--- config.mk ---
export PLATFORM = sky130hd
export DESIGN_NAME = noc_rx_sink
export DESIGN_NICKNAME = d
export VERILOG_FILES = /design/src/rtl/noc_rx_sink.sv
export SDC_FILE = /design/constraint.sdc
export NUM_CORES = 2
export LEC_CHECK = 0
export BUFFER_PORTS_ARGS = -buffer_cell sky130_fd_sc_hd__buf_4
export CORE_MARGIN = 8
export CORE_UTILIZATION = 54
export DETAILED_ROUTE_END_ITERATION = 16
export PLACE_DENSITY = 0.81
export SETUP_SLACK_MARGIN = 0.15
export SYNTH_ARGS = -nofsm -noshare
export SYNTH_HDL_FRONTEND = slang
export SYNTH_SLANG_ARGS = --single-unit
--- constraint.sdc ---
create_clock -name clk -period 34.8 [get_ports clk]
set_input_delay 5.22 -clock clk [delete_from_list [all_inputs] [get_ports clk]]
set_output_delay 5.22 -clock clk [all_outputs]
set_load 0.05 [all_outputs]
--- src/rtl/noc_rx_sink.sv ---
`default_nettype none
// +----------------------------------------------------------------------------+
// | noc_rx_sink : NoC ejection endpoint with address check, FIFO, drain pacing |
// | Revision    : 1.0 - initial release                                        |
// +----------------------------------------------------------------------------+
module noc_rx_sink #(
    parameter int X_W        = 2,
    parameter int Y_W        = 2,
    parameter int D_W        = 256,
    parameter int X          = 0,
    parameter int Y          = 0,
    parameter int FIFO_DEPTH = 8,
    parameter int DRAIN_RATE = 1,
    parameter int N_PACKETS  = 128
) (
    input  logic           clk,
    input  logic           rst,
    input  logic           in_v,
    input  logic [X_W-1:0] in_x,
    input  logic [Y_W-1:0] in_y,
    input  logic [D_W-1:0] in_data,
    output logic           in_b,
    output logic           out_v,
    output logic [D_W-1:0] out_data,
    input  logic           out_ready,
    output logic [15:0]    rx_count,
    output logic [15:0]    err_count,
    output logic           overflow,
    output logic           done
);

    localparam int               C_AW     = $clog2(FIFO_DEPTH);
    localparam int               C_TW     = (DRAIN_RATE > 1) ? $clog2(DRAIN_RATE) : 1;
    localparam logic [X_W-1:0]   C_X      = X_W'(X);
    localparam logic [Y_W-1:0]   C_Y      = Y_W'(Y);
    localparam logic [C_AW:0]    C_DEPTH  = (C_AW+1)'(FIFO_DEPTH);
    localparam logic [C_AW:0]    C_BTHR   = (C_AW+1)'(FIFO_DEPTH-2);
    localparam logic [C_AW:0]    C_ONE    = (C_AW+1)'(1);
    localparam logic [C_AW-1:0]  C_PINC   = C_AW'(1);
    localparam logic [C_TW-1:0]  C_RELOAD = C_TW'(DRAIN_RATE-1);
    localparam logic [C_TW-1:0]  C_TDEC   = C_TW'(1);
    localparam logic [15:0]      C_NPK    = 16'(N_PACKETS);
    localparam logic [15:0]      C_SAT    = 16'hFFFF;

    typedef enum logic [1:0] {
        ST_IDLE    = 2'd0,
        ST_ACTIVE  = 2'd1,
        ST_DRAINED = 2'd2
    } state_t;

    logic [D_W-1:0]  r_mem [FIFO_DEPTH];
    logic [C_AW-1:0] r_wr_ptr;
    logic [C_AW-1:0] r_rd_ptr;
    logic [C_AW:0]   r_occ;
    logic [C_TW-1:0] r_timer;
    state_t          r_state;
    logic            r_in_b;
    logic [15:0]     r_rx;
    logic [15:0]     r_err;
    logic            r_ovf;
    logic            r_done;

    logic            w_match;
    logic            w_full;
    logic            w_out_v;
    logic            w_pop;
    logic            w_push;
    logic            w_drop_full;
    logic [C_AW:0]   w_occ_nxt;
    logic [15:0]     w_rx_nxt;
    logic            w_done_nxt;

    always_comb begin
        w_match     = (in_x == C_X) && (in_y == C_Y);
        w_full      = (r_occ == C_DEPTH);
        w_out_v     = (r_occ != '0) && (r_timer == '0);
        w_pop       = w_out_v && out_ready;
        // A pop at the same edge frees the slot, so a full FIFO still accepts.
        w_push      = in_v && w_match && (!w_full || w_pop);
        w_drop_full = in_v && w_match && w_full && !w_pop;
        w_occ_nxt   = r_occ;
        if (w_push && !w_pop) begin
            w_occ_nxt = r_occ + C_ONE;
        end else if (!w_push && w_pop) begin
            w_occ_nxt = r_occ - C_ONE;
        end
        w_rx_nxt    = (w_push && (r_rx != C_SAT)) ? r_rx + 16'd1 : r_rx;
        w_done_nxt  = (w_rx_nxt >= C_NPK) && (w_occ_nxt == '0);
    end

    always_ff @(posedge clk) begin
        if (!rst && w_push) begin
            r_mem[r_wr_ptr] <= in_data;
        end
    end

    always_ff @(posedge clk) begin
        if (rst) begin
            r_wr_ptr <= '0;
            r_rd_ptr <= '0;
            r_occ    <= '0;
            r_timer  <= '0;
            r_in_b   <= 1'b0;
            r_rx     <= '0;
            r_err    <= '0;
            r_ovf    <= 1'b0;
            r_done   <= 1'b0;
            r_state  <= ST_IDLE;
        end else begin
            if (w_push) begin
                r_wr_ptr <= r_wr_ptr + C_PINC;
            end
            if (w_pop) begin
                r_rd_ptr <= r_rd_ptr + C_PINC;
                r_timer  <= C_RELOAD;
            end else if (r_timer != '0) begin
                r_timer  <= r_timer - C_TDEC;
            end
            r_occ  <= w_occ_nxt;
            // Two slots of slack cover the switch's one-cycle reaction to in_b.
            r_in_b <= (w_occ_nxt >= C_BTHR);
            r_rx   <= w_rx_nxt;
            if (in_v && !w_match && (r_err != C_SAT)) begin
                r_err <= r_err + 16'd1;
            end
            if (w_drop_full) begin
                r_ovf <= 1'b1;
            end
            if (w_done_nxt) begin
                r_done <= 1'b1;
            end
            case (r_state)
                ST_IDLE: begin
                    if (w_push) begin
                        r_state <= ST_ACTIVE;
                    end
                end
                ST_ACTIVE: begin
                    if (w_occ_nxt == '0) begin
                        r_state <= w_done_nxt ? ST_DRAINED : ST_IDLE;
                    end
                end
                ST_DRAINED: begin
                    r_state <= ST_DRAINED;
                end
                default: begin
                    r_state <= ST_IDLE;
                end
            endcase
        end
    end

    assign in_b      = r_in_b;
    assign out_v     = w_out_v;
    assign out_data  = r_mem[r_rd_ptr];
    assign rx_count  = r_rx;
    assign err_count = r_err;
    assign overflow  = r_ovf;
    assign done      = r_done;

endmodule
`default_nettype wire

==> flow_metrics.tcl <==
set metrics [dict create \
    outcome "finished clean" \
    slowest_delay_ns 0.89 \
    synthFlopType "edfxtp_1" \
    ir_worst_vdd_uv 50.4 \
    cts_sinks 2097 \
    boundaryPins 556 \
    ys.warnings.count 0 \
    cts_hold_buf 0 \
    cp_top_family "buffers and inverters" \
    power_density_mw_per_mm2 53.8 \
    clockBufferDepth 3 \
    required_ns 29.58 \
    first_global_vias 37661 \
    numCtsBuffers 196 \
    layout.cells.non_filler 6010 \
    ys_types 64 \
    cts_tree "done" \
    initial_core_util_pct 54.4 \
    drt-initial-drc-count 2986 \
    die_area_mm2 0.159 \
    synth_nets 3533 \
    whs_ns 0.498 \
    tightest_slew_ns 1.26 \
    via_per_inst 6.08 \
    area_growth_pct 16.2 \
    stdcell_area_mm2 0.0920 \
    path_cells "buf_4 > buf_4 > buf_4 > mux4_2 > mux2_2 > buf_4" \
    startpoint_type "register" \
    hold_class "register to register" \
    rows 140 \
    cp.arrival_ns 5.45 \
    final_util_pct 63.2 \
    postSynthCellCount 3263 \
    dp_hpwl_um 91000 \
    core_mm2 0.146 \
    place_area_mm2 0.0856 \
    place_congestion 0.825 \
    h-tree-depth 4 \
    maxSlewViolCount 0 \
    grt_overflow 0 \
    hold_viol 0 \
    clkTransAtPathRegs_ns 0.06 \
    drive_gt1_share_pct 41.7 \
    grt_max_degree 140 \
    crit_path_frequent_cell "buf_4" \
    post-cts-setup-buffers 0 \
    die_x_um 399 \
    p_leak_nw 28.8 \
    slew_headroom_pct 16.1 \
    ys_seq_area_share_pct 78.9 \
    min_period_ns 10.67 \
    fmax_mhz 93.8 \
    async_reset_ff_share_pct 0 \
    path_class "register to output port" \
    critPathSlowestCell "buf_4" \
    grt.total_usage_pct 20.8 \
    synth_area_mm2 0.0791 \
    io_buffers 555 \
    antenna_found_initial 28 \
    final_common_cell "edfxtp_1" \
    rsz0062_at_grt "false" \
    wl_per_cell_um 28.2 \
    remaining_drc_errors 0 \
    drv_cap 0 \
    synth-seq-cells 2097 \
    ant_nets 0 \
    cts_resized 0 \
    cp_max_fo 70 \
    tns_ns 0 \
    grt_pass1_wl_um 248000 \
    firstDrtPassIters 5 \
    setup_viol 0 \
    fin_skew_ns 0.0440 \
    layout.nets 4180 \
    period_share_pct 30.7 \
    clock_latency_ns 0.81 \
    dp_cells 5629 \
    worstSetupEndpointType "output port" \
    totalWireLength_um 170000 \
    final_cell_mix "edfxtp_1 (2048), buf_4 (593), mux4_2 (512)" \
    synth_edf_count 2048 \
    avgSynthCellArea_um2 24.3 \
    crit_buf_inv 4 \
    vias 36548 \
    ctsRootBufferMaster "clkbuf_16" \
    die-height_um 399 \
]
## kinds of logic after synthesis
logic type / share of synthesized area [%]
XOR/XNOR: 0.409
multiplexers: 18.2
flip-flops: 78.9
other: 0.00474
adder cells (fa/ha/maj): 0.108
AO/OA/AOI/OAI: 0.403
AND/OR/NAND/NOR: 0.991
buffers and inverters: 0.896
## synth_stat cells, types with 2 or more instances
cell type     n  share of area [%]
nor4_4        2              0.054
a211oi_1      2              0.019
edfxtp_1   2048                 78
and3_1        6              0.047
or4_1         3              0.028
a21oi_1       8              0.051
or3_1         2              0.016
buf_2        49               0.31
nand2_1      21               0.10
nor4_1        3              0.024
xnor2_1      18               0.20
nand2b_1      2              0.016
nand3b_1      3              0.028
and4_1        3              0.033
ha_1          6              0.095
o31ai_1       4              0.038
or3_2         3              0.028
inv_1         6              0.028
clkbuf_1     85               0.40
dfxtp_1      49                1.2
nor3_1        9              0.057
buf_6         2              0.028
nor2_1       54               0.26
buf_1        18              0.085
mux2_2      256                3.6
a31oi_1       3              0.024
nand3_1      14              0.089
xor2_1       19               0.21
nand4_1      11              0.087
nor2b_1       2              0.016
o21ai_0       5              0.032
o211ai_1      2              0.019
mux4_2      512                 15
mux2i_1       2              0.025
clkbuf_8      2              0.035
## worst register-to-register path: stages (launching register included)
cell,delay (ns)
dfxtp_1,0.47
inv_1,0.12
ha_1,0.29
nand3b_1,0.19
nor2_1,0.08
nor2_1,0.20
nand2_1,0.24
nor2_4,0.52
buf_4,0.55
buf_4,0.78
buf_4,0.94
## path summary, 6_finish.rpt
path	from	endpoint	slack (ns)	cells past startpoint
min reg2reg	overflow	overflow	0.50	2
max	register	out_data[88]	24.13	6
max reg2reg	r_occ[1]	r_mem[7][244]	29.95	10
min	overflow	overflow	0.50	2
## metrics by stage
step	worst slack, ns	total power [W]
2_1_floorplan	1.34	0.00287
3_5_place_dp	24.91	0.00293
3_3_place_gp	24.95	0.00292
6_report	24.13	0.00495
4_1_cts	24.03	0.00499
5_1_grt	23.78	0.00509
## area by class of cell
type / count / area [µm²]
Sequential cell: 2097 / 62500
Fill cell: 9077 / 53600
Multi-Input combinational cell: 1003 / 16000
Clock buffer: 221 / 5040
Timing Repair Buffer: 606 / 4710
Tap cell: 1917 / 2400
Clock inverter: 142 / 1260
Antenna cell: 18 / 45.0
Inverter: 6 / 22.5
## routing by layer
metal	part of all wire, %	wire, µm	GRT usage, %	vias to the layer above
met1	38	64300	27.0	19485
met3	8.8	15000	6.03	298
met5	0.081	138	0	-
met4	2.8	4740	6.64	22
met2	50	85500	34.3	1536
li1	-	-	-	15207
## state kept, by name (all words and copies together), names as in the netlist, named ones only
name,cells
err_count,16
r_rd_ptr,3
r_mem,2048
done,1
r_wr_ptr,3
overflow,1
r_timer,1
r_occ,4
in_b,1
rx_count,16
## power by group
part	internal, W	switching (W)
Combinational	0.0000388	0.0000608
Sequential	0.00277	0.00000149
Clock	0.00117	0.000913
Total	0.00397	0.000975
(Power assumes the default switching activity.)
